`src/rtl/sd_cic_decimator.sv`:
```
// Sigma-delta CIC decimator: 1-bit bitstream in, signed PCM samples out.
// Optional +6 dB saturating output stage when SD_CIC_GAIN2_EN is defined.
module sd_cic_decimator #(
   parameter int DATA_WIDTH = 16,
   parameter int ORDER      = 3,
   parameter int DECIMATION = 64
) (
   input  logic                  clk,
   input  logic                  rst,
   input  logic                  i_valid,
   input  logic                  i_bit,
   output logic                  o_valid,
   output logic [DATA_WIDTH-1:0] o_data
);

   localparam int L = $clog2(DECIMATION);
   localparam int W = ORDER * L + 2;

`ifdef SD_CIC_GAIN2_EN
   localparam int USED = DATA_WIDTH + 1;
`else
   localparam int USED = DATA_WIDTH;
`endif

   if (DECIMATION < 2 || DECIMATION > 1024 || (1 << L) != DECIMATION) begin : g_bad_dec
      $error("DECIMATION must be a power of two in 2..1024");
   end
   if (ORDER < 1 || ORDER > 5) begin : g_bad_order
      $error("ORDER must be in 1..5");
   end
   if (W < USED) begin : g_bad_width
      $error("accumulator width too small for DATA_WIDTH");
   end

   logic [W-1:0]     din;
   logic [W-1:0]     integ [ORDER];
   logic [L-1:0]     cnt;
   logic             tick;
   logic [ORDER+1:0] en;
   logic [W-1:0]     cmb [ORDER+1];
   logic [W-1:0]     dly [ORDER];
   logic [W-1:0]     comb_out;

   assign din  = i_bit ? W'(1) : {W{1'b1}};
   assign tick = i_valid && (cnt == L'(DECIMATION - 1));

   // Counter wraps naturally because DECIMATION is a power of two.
   always_ff @(posedge clk or negedge rst) begin
      if (!rst) begin
         cnt <= '0;
         for (int k = 0; k < ORDER; k++) integ[k] <= '0;
      end else if (i_valid) begin
         cnt      <= cnt + L'(1);
         integ[0] <= integ[0] + din;
         for (int k = 1; k < ORDER; k++) integ[k] <= integ[k] + integ[k-1];
      end
   end

   // Each comb stage has its own enable so back-to-back blocks never collide.
   always_ff @(posedge clk or negedge rst) begin
      if (!rst) begin
         en <= '0;
         for (int j = 0; j <= ORDER; j++) cmb[j] <= '0;
         for (int j = 0; j < ORDER; j++) dly[j] <= '0;
      end else begin
         en <= {en[ORDER:0], tick};
         if (en[0]) cmb[0] <= integ[ORDER-1];
         for (int j = 1; j <= ORDER; j++) begin
            if (en[j]) begin
               cmb[j]   <= cmb[j-1] - dly[j-1];
               dly[j-1] <= cmb[j-1];
            end
         end
      end
   end

   assign o_valid  = en[ORDER+1];
   assign comb_out = cmb[ORDER];

`ifdef SD_CIC_GAIN2_EN
   localparam logic [DATA_WIDTH-1:0] PMAX = {1'b0, {(DATA_WIDTH-1){1'b1}}};
   localparam logic [DATA_WIDTH-1:0] NMAX = {1'b1, {(DATA_WIDTH-2){1'b0}}, 1'b1};
   localparam logic [DATA_WIDTH-1:0] NMIN = {1'b1, {(DATA_WIDTH-1){1'b0}}};

   logic [DATA_WIDTH-1:0] slice;

   assign slice = comb_out[W-2 -: DATA_WIDTH];

   always_comb begin
      o_data = slice;
      if (comb_out[W-1] != comb_out[W-2]) begin
         o_data = comb_out[W-1] ? NMAX : PMAX;
      end else if (slice == NMIN) begin
         o_data = NMAX;
      end
   end
`else
   assign o_data = comb_out[W-1 -: DATA_WIDTH];
`endif

   if (W > USED) begin : g_lsb
      logic unused_lsb;
      assign unused_lsb = ^comb_out[W-USED-1:0];
   end

endmodule

```
`config.mk`:
```
export PLATFORM = sky130hd
export DESIGN_NAME = sd_cic_decimator
export DESIGN_NICKNAME = d
export VERILOG_FILES = /design/src/rtl/sd_cic_decimator.sv
export SDC_FILE = /design/constraint.sdc
export NUM_CORES = 1
export LEC_CHECK = 0
export BUFFER_PORTS_ARGS = -buffer_cell sky130_fd_sc_hd__buf_4
export CORE_ASPECT_RATIO = 0.75
export CORE_MARGIN = 1.5
export CORE_UTILIZATION = 50
export CTS_CLUSTER_SIZE = 16
export DETAILED_ROUTE_END_ITERATION = 8
export PLACE_DENSITY = 0.66
export REMOVE_ABC_BUFFERS = 1
export SKIP_CTS_REPAIR_TIMING = 1
export SYNTH_ARGS = -nofsm -noshare
export SYNTH_HDL_FRONTEND = slang
export SYNTH_SLANG_ARGS = --single-unit
```
`constraint.sdc`:
```
create_clock -name clk -period 5.8 [get_ports clk]
set_input_delay 0.87 -clock clk [delete_from_list [all_inputs] [get_ports clk]]
set_output_delay 0.87 -clock clk [all_outputs]
set_load 0.02 [all_outputs]
```
Word level (Yosys, flattened, before mapping)
Index checks and enable logic that the tools add are counted.

operators by class
  multiplexer cells = 1
  bitwise gates (word level) = 0
  divide/modulo/power cells = 0
  shift-type cells = 0
  order comparisons = 0
  reductions and logical operators = 1
  $mul = 0
  $add $sub $neg = 7
  equal/unequal tests = 1

operators by type and width
  cell                 count
  $add 20x20->20       3
  $sub 20x20->20       3
  $mux 20              1
  $add 6x1->6 const B  1
  $eq 6x6->1 const B   1
  $logic_and 1x1->1    1

storage, ports and cells
  bits in latches = 0
  bits in read-only memories = 0
  memories kept = 0
  register bits = 211
  input bits = 4
  RAM bits = 0
  logic and storage cells = 22

Depth between registers and ports, before layout
Gate-level depths: netlist of run 1.

  depth after elaboration = 2
  gate-level depth with buffers = 10
  mapped depth without buffers = 10

Least setup slack after synthesis of run 1
No wires, ideal clock.

  path kind = input to register
  start point = input i_bit
  end point = register integ[56] (netlist name)
  required time = 5.669 ns
  slack = 2.354 ns
  cell stages on the path = 9
  data arrival time = 3.314 ns
  path buffers = 0
  setup time = 0.131 ns
  path through = inv_1 ha_1 a21o_1 a21o_1 a2111o_1 a31o_1 a31oi_4 nor3_1 or3b_1

between the ends
  longest elaborated chain between the ends = 2

RTL lines
  element             line  text
  start: declaration  11    input logic i_bit,
  $mux 20             44    assign din = i_bit ? W'(1) : {W{1'b1}};
  $add 20x20->20      54    integ[0] <= integ[0] + din;
  end: declaration    36    logic [W-1:0] integ [ORDER];

Every way passes these cells.
A chain may end at the register's enable or synchronous reset.

Worst setup path in the final report of run 1
Same ends and word-level chain as after synthesis.

==> results of run 1 <==
## metal layers
| metal | part of all wire, % | vias to the layer above | global-route usage [%] |
|---|---|---|---|
| met4 | 1.5 | 0 | 3.78 |
| li1 | - | 4985 | - |
| met2 | 40 | 164 | 28.9 |
| met1 | 54 | 4811 | 32.4 |
| met3 | 4.6 | 34 | 2.62 |
| met5 | 0 | - | 0 |
## cells by family after synthesis
| family | after synthesis | synth area share, % |
|---|---|---|
| AOI/OAI and AO/OA | 395 | 19.6 |
| and+or+nand+nor | 335 | 12.3 |
| DFF | 207 | 38.9 |
| buffers and inverters | 167 | 5.16 |
| adders and majority gates | 118 | 11.4 |
| muxes | 91 | 7.67 |
| xor gates and xnor gates | 76 | 5.00 |
## path summary, 6_finish.rpt
| check | startpoint | endpoint | cells after the start |
|---|---|---|---|
| setup / recovery | i_bit | integ[56] | 10 |
| hold / removal | rst | en[4] | 1 |
| setup reg to reg | integ[40] | integ[36] | 9 |
| hold reg to reg | cnt[5] | cnt[5] | 1 |
| max in group asynchronous | rst | en[1] | 2 |
| min in group clk | cnt[5] | cnt[5] | 1 |
## cells in the mapped netlist, types with 27 or more instances
| master | number |
|---|---|
| dfrtp_1 | 207 |
| nand2_1 | 125 |
| ha_1 | 113 |
| inv_1 | 106 |
| mux2_2 | 88 |
| a21oi_1 | 83 |
| o21ai_0 | 80 |
| nor2_1 | 58 |
| a21o_1 | 55 |
| xnor2_1 | 49 |
| clkbuf_1 | 39 |
| xor2_1 | 27 |
## power breakdown
part           total [W]  internal [W]  switching (W)  leakage (nW)
Combinational    0.00373       0.00173        0.00201          3.70
Sequential       0.00203       0.00174       0.000291          2.74
Clock            0.00149      0.000855       0.000637         0.370
Total            0.00725       0.00432        0.00294          6.81
## metrics by stage
step                hold slack [ps]  total power [W]
floorplan                       440          0.00495
global placement                456          0.00561
detailed placement              457          0.00572
CTS                             420          0.00726
global route                    450          0.00785
finish                          383          0.00725
## final cells by class
type | instances | area, sq um
Tap cell | 344 | 430
Timing Repair Buffer | 26 | 203
Clock buffer | 31 | 657
Fill cell | 2292 | 11600
Clock inverter | 13 | 128
Sequential cell | 207 | 5180
Multi-Input combinational cell | 1015 | 7450
Inverter | 108 | 405
## sequential cells by signal, summed over array words and instances, names as in the netlist
name	count
comb_out	16
cnt	6
en	5
cmb	60
integ	60
dly	60
==> run metrics, run 1 <==
TritonCTS Buffers=24; Final Cycle Share=58.6%; Vias/cell=5.73; CTS H-tree depth=1; Root Buffer Master=clkbuf_16; worst path cell trace=buf_4 > inv_1 > ha_1 > a21o_1 > a21o_1 > a2111o_1 > a31o_1 > a31oi_4 > nor3_1 > or3b_1; Synth area leader=dfrtp_1; Max Slew Vio Count=0; Worst-path clk slew=70 ps; largest net degree at the start of global routing=103; Hold Crit Class=input port to asynchronous set/reset pin; Reg2Reg Setup Slack=2660 ps; ANT cells=0; I/O pins=21; post-synth top area share=38.9%; crit path DAT=3810 ps; max incr delay on CP=580 ps; asr flop ratio synth=100%; Final GP Congestion=0.891; crit-path most repeated cell=a21o_1; Buf+Inv Stages, Crit Path=2; Synth Instances=1389; PD cells=502 nW/um^2; CP Max Fanout=21; CP max stage cell=inv_1; Unique masters post-synth=71; Slew @ Worst Pin=966 ps; number of synthesized flops with an enable pin=0; Period minus WS final=3400 ps; Clk Latency, worst-skew pair=530 ps; initial core utilization=51.1%; area post-placement=13700 sq um; die area=27600 sq um; Fin. Hold Viols=0; CP Capture Type=flop; Final WS setup=2400 ps; Clock Sinks=207; design area=14500 sq um; Worst VDD drop=0.229 mV; via count=9994; initial antenna violation count=0; IO Port Bufs=20; DRT Wirelength=27000 um; Detail Placement HPWL=19100 um; commonest non-fill, non-tap cells in the layout=204 x dfrtp_1, 125 x nand2_1, 113 x ha_1, 106 x inv_1, 88 x mux2_2; vias in the first global route=9374; CTS tree=done; RSZ-0062 raised after global routing=no; Layout area overhead=8.56%; layout cell share with drive strength beyond 1=11.9%; Die H=144 um; synth top area cells=dfrtp_1 39%, ha_1 11%, mux2_2 7.4%; ANT nets after route=0; global-route wire length before repair=46100 um; Crit Path Class=input port to flop; relative slew slack=34.6%; overall global routing resource usage=20.2%; Max-Cap Viols=0; FF+latch count, synth=207; site row count=51; synthesized cell area=13300 sq um; wire length per cell=15.5 um; Main synth FF type=dfrtp_1; grt ovf=0; Max clock buf depth=3; pre-CTS WS=1850 ps; Leak=6.81 nW; drt initial violations=585; DRT Pass-1 Iters=6; achievable frequency=294 MHz; Yosys Warn Count=0; Nets=1504; Largest delay share family, worst path=compound AO/OA/AOI/OAI gates; syn avg cell area=9.59 sq um; startpoint types=input port; Post-Route Skew=14.2 ps; Post-Layout Cell Count=1744; drc violations=0; sequential fraction of the synthesis area=38.9%; most common cell after layout, fill and taps aside=dfrtp_1; WP data required=6220 ps; Post-Route Utilization=55.5%; core area=26000 sq um; Final Setup Violations=0; status=finished, final reports clean; die width=191 um; Inst Count DP=1700; setup TNS=0 ps
(Power assumes the default switching activity.)
==> run 2: changes to the inputs <==
clock period = 3.3 ns   (was 5.8 ns; I/O delays follow)
==> run 2 against run 1 <==
  * The run now ends with hold timing left
  * Global-route usage is 0.30 points lower
  * Wire length decreased by 2.1%
  * Final cell count increased by 0.34%
  * Critical path type is now flop to flop
  * Register-to-register slack lost 2400 ps
==> run metrics, run 2 (same netlist as run 1, synthesis figures left out) <==
ANT cells=0; Post-Layout Cell Count=1750; storage element area=5180 sq um; final worst hold slack=-33.4 ps; most common cell after layout, fill and taps aside=dfrtp_1; ANT nets after route=0; Post-Route Skew=19.0 ps; DRT Pass-1 Iters=5; CP max stage cell=dfrtp_1; Vias/cell=5.65; initial antenna violation count=0; PD cells=881 nW/um^2; DRT Wirelength=26500 um; layout cell share with drive strength beyond 1=12.3%; CTS H-tree depth=1; Fin. Hold Viols=4; Worst VDD drop=0.384 mV; Clock Sinks=207; overall global routing resource usage=19.9%; final-layout fill cell count=2258; via count=9895; CP Max Fanout=5; Detail Placement HPWL=19100 um; Die H=144 um; I/O pins=21; Slew @ Worst Pin=924 ps; Max clock buf depth=3; TritonCTS Buffers=23; Final Setup Violations=0; Max Slew Vio Count=0; die width=191 um; Final Cycle Share=91.0%; grt ovf=0; r2r worst-path depth=9; Root Buffer Master=clkbuf_16; WP data required=3690 ps; relative slew slack=38.4%; IO Port Bufs=20; site row count=51; max incr delay on CP=450 ps; core area=26000 sq um; status=finished, violations left; Max-Cap Viols=0; startpoint types=flop; setup TNS=0 ps; worst path cell trace=ha_1 > fa_1 > a21o_1 > a211oi_1 > o31ai_1 > a221oi_1 > o31ai_1 > xor2_1 > mux2_2; Leak=6.88 nW; Nets=1511; Period minus WS final=3000 ps; Reg2Reg Setup Slack=300 ps; vias in the first global route=9274; initial core utilization=51.1%; achievable frequency=333 MHz; commonest non-fill, non-tap cells in the layout=204 x dfrtp_1, 125 x nand2_1, 113 x ha_1, 106 x inv_1, 88 x mux2_2; Reg-to-Reg Start=integ[40]; global-route wire length before repair=45400 um; crit path DAT=3390 ps; Final GP Congestion=0.908; Inst Count DP=1708; crit-path most repeated cell=o31ai_1; Post-Route Utilization=55.9%; Crit Reg-Reg Endpoint=integ[36]; CTS tree=done; drc violations=0; leading registers by flop count=cmb: 60 flops, dly: 60 flops, integ: 60 flops; RSZ-0062 raised after global routing=no; area post-placement=13800 sq um; Hold Crit Class=input port to asynchronous set/reset pin; drt initial violations=507; Worst-path clk slew=60 ps; largest net degree at the start of global routing=86; die area=27600 sq um; design area=14600 sq um; failing checks=hold timing; Multi-input gate area=7450 sq um; CP Capture Type=flop; Crit Path Class=flop to flop; Layout area overhead=9.31%; Clk Latency, worst-skew pair=520 ps; wire length per cell=15.1 um
run 2: worst max path at each step:
stage	from	end	slack (ps)	cells past startpoint
after floorplan	i_bit	integ[56]	230	9
after global placement	i_bit	integ[56]	230	11
after detailed placement	i_bit	integ[56]	210	11
after CTS	integ[40]	integ[36]	330	9
after global routing	integ[40]	integ[36]	120	9
final	integ[40]	integ[36]	300	9
run 2: power by group:
group / leakage (nW) / switching, W / internal (W)
sequential: 2.74 / 0.000495 / 0.00305
clock: 0.394 / 0.00104 / 0.00165
combinational: 3.75 / 0.00352 / 0.00307
run 2: layout make-up:
cell class                 instances  area share, %
multi-input combinational       1015           51.2
sequential                       207           35.6
clock buffer                      33           4.63
tap                              344           2.96
inverter                         108           2.79
timing repair buffer              34           1.98
clock inverter                     9          0.868
run 2: metal layers:
layer	vias up	routed length (um)	global-route usage (%)
met3	27	1130	2.94
met1	4709	14500	31.9
met5	-	0	0
li1	4996	-	-
met2	163	10400	28.3
met4	0	426	3.66
run 2: worst max-delay path, delay by kind of cell (launching register included):
kind,cells,cell delay [ps]
xor+xnor,1,150
fa+ha+maj,2,650
flops,1,450
compound gates,5,1340
mux,1,280
run 2: metrics by stage:
stage	setup slack, ps	hold slack, ps	power (W)
2_1_floorplan	229	199	0.00870
5_1_grt	124	30.1	0.0139
3_5_place_dp	206	462	0.0100
4_1_cts	330	9.28	0.0128
6_report	298	-33.4	0.0128
3_3_place_gp	235	456	0.00991
==> run 3: changes to the inputs <==
clock period = 3.01 ns   (was 3.3 ns; I/O delays follow)
==> run 3 against run 2 <==
  * The flow now finishes without violations
  * Combinational power is 11% higher
  * Clock skew is 2.3 ps lower
  * Via count is 2.0% higher
  * Worst setup slack worse by 86 ps
  * Register-to-register slack worse by 90 ps
  * Count of clock-buffer cells in the layout is 2 lower
  * Largest cell class unchanged
  * Highest routed layer unchanged
==> run metrics, run 3 (same netlist as run 1, synthesis figures left out) <==
status=finished, final reports clean; drc violations=0; Slew @ Worst Pin=942 ps; WP data required=3420 ps; ANT nets after route=0; core area=26000 sq um; HP Start=i_valid; CP Capture Type=flop; CP max stage cell=dfrtp_1; Die H=144 um; Max clock buf depth=3; RSZ-0062 raised after global routing=no; share of total power in combinational logic=51.7%; Post-Route Skew=16.7 ps; layout cell share with drive strength beyond 1=13.0%; worst path cell trace=ha_1 > fa_1 > a21o_1 > a211oi_2 > o31ai_1 > a221oi_1 > o31ai_1 > xor2_1 > mux2_2; global-route wire length before repair=47500 um; vias in the first global route=9537; Fin. Hold Viols=0; max incr delay on CP=420 ps; Clock Sinks=207; Detail Placement HPWL=19900 um; r2r worst-path depth=9; ANT cells=0; crit-path most repeated cell=o31ai_1; overall global routing resource usage=20.7%; Final GP Congestion=0.929; PD cells=969 nW/um^2; commonest non-fill, non-tap cells in the layout=204 x dfrtp_1, 125 x nand2_1, 113 x ha_1, 106 x inv_1, 88 x mux2_2; Final WS setup=212 ps; IO Port Bufs=20; sequential share of power=27.4%; I/O pins=21; Internal Pwr Total=0.00855 W; achievable frequency=357 MHz; Final Cycle Share=92.9%; CP Max Fanout=3; die width=191 um; Largest delay share family, worst path=compound AO/OA/AOI/OAI gates; most common cell after layout, fill and taps aside=dfrtp_1; wire length per cell=15.5 um; Critical path origin=integ[40]; relative slew slack=37.2%; drt initial violations=574; CTS H-tree depth=1; Crit Reg-Reg Endpoint=integ[36]; Clk pwr share=20.9%; Post-Route Utilization=56.2%; Hold Crit Class=input port to flop; Crit Path Class=flop to flop; CTS tree=done; Post-Layout Cell Count=1762; Clk Latency, worst-skew pair=520 ps; largest net degree at the start of global routing=77; Leak=6.93 nW; pre-CTS WS=27.8 ps; Switching Share=39.7%; Root Buffer Master=clkbuf_16; via count=10.1k; Buf+Inv Stages, Crit Path=0; crit path DAT=3200 ps; Vias/cell=5.73; Switch Pwr=0.00562 W; die area=27600 sq um; startpoint types=flop; Worst-path clk slew=60 ps; Layout area overhead=9.87%; TritonCTS Buffers=23; DRT Wirelength=27300 um; Max Slew Vio Count=0; leading registers by flop count=cmb: 60 flops, dly: 60 flops, integ: 60 flops; WHS Path Cells=2; initial antenna violation count=0; Reg-to-Reg Start=integ[40]; Crit path depth=9; Reg2Reg Setup Slack=210 ps; Period minus WS final=2800 ps; Max-Cap Viols=0; grt ovf=0; initial core utilization=51.1%; Inst Count DP=1719; CP endpoint=integ[36]; DRT Pass-1 Iters=4; final worst hold slack=369 ps; site row count=51; Worst VDD drop=0.567 mV; Nets=1523; Final Setup Violations=0
## run 3: final cells by class
type,instances,area [sq um]
clock buffer,31,646
clock inverter,11,143
fill,2310,11400
inverter,108,405
multi-input combinational,1015,7450
sequential,207,5180
tap,344,430
timing repair buffer,46,368
## run 3: routing by layer
layer | GRT usage, % | up-vias | share of wire, %
li1 | - | 5018 | -
met1 | 33.5 | 4875 | 54
met2 | 29.3 | 162 | 40
met3 | 3.03 | 35 | 4.4
met4 | 3.29 | 0 | 1.3
met5 | 0 | - | 0
## run 3: through the flow
step	cell area [sq um]	setup TNS (ps)	power, W
floorplan	13000	-30.2	0.00954
global placement	13800	0	0.0109
detailed placement	13800	0	0.0111
CTS	14600	0	0.0142
global route	14600	0	0.0153
finish	14600	0	0.0142
## run 3: worst min path at each step
stage	to
final	integ[51]
after detailed placement	en[4]
after global routing	integ[51]
after floorplan	cmb[20]
after CTS	en[4]
after global placement	cnt[5]
## run 3: power by group through the flow
stage | registers (W) | clock network, W | logic [W]
6_report | 0.00388 | 0.00296 | 0.00733
5_1_grt | 0.00397 | 0.00312 | 0.00826
4_1_cts | 0.00388 | 0.00302 | 0.00725
3_5_place_dp | 0.00393 | 0 | 0.00718
3_3_place_gp | 0.00393 | 0 | 0.00701
2_1_floorplan | 0.00374 | 0 | 0.00580
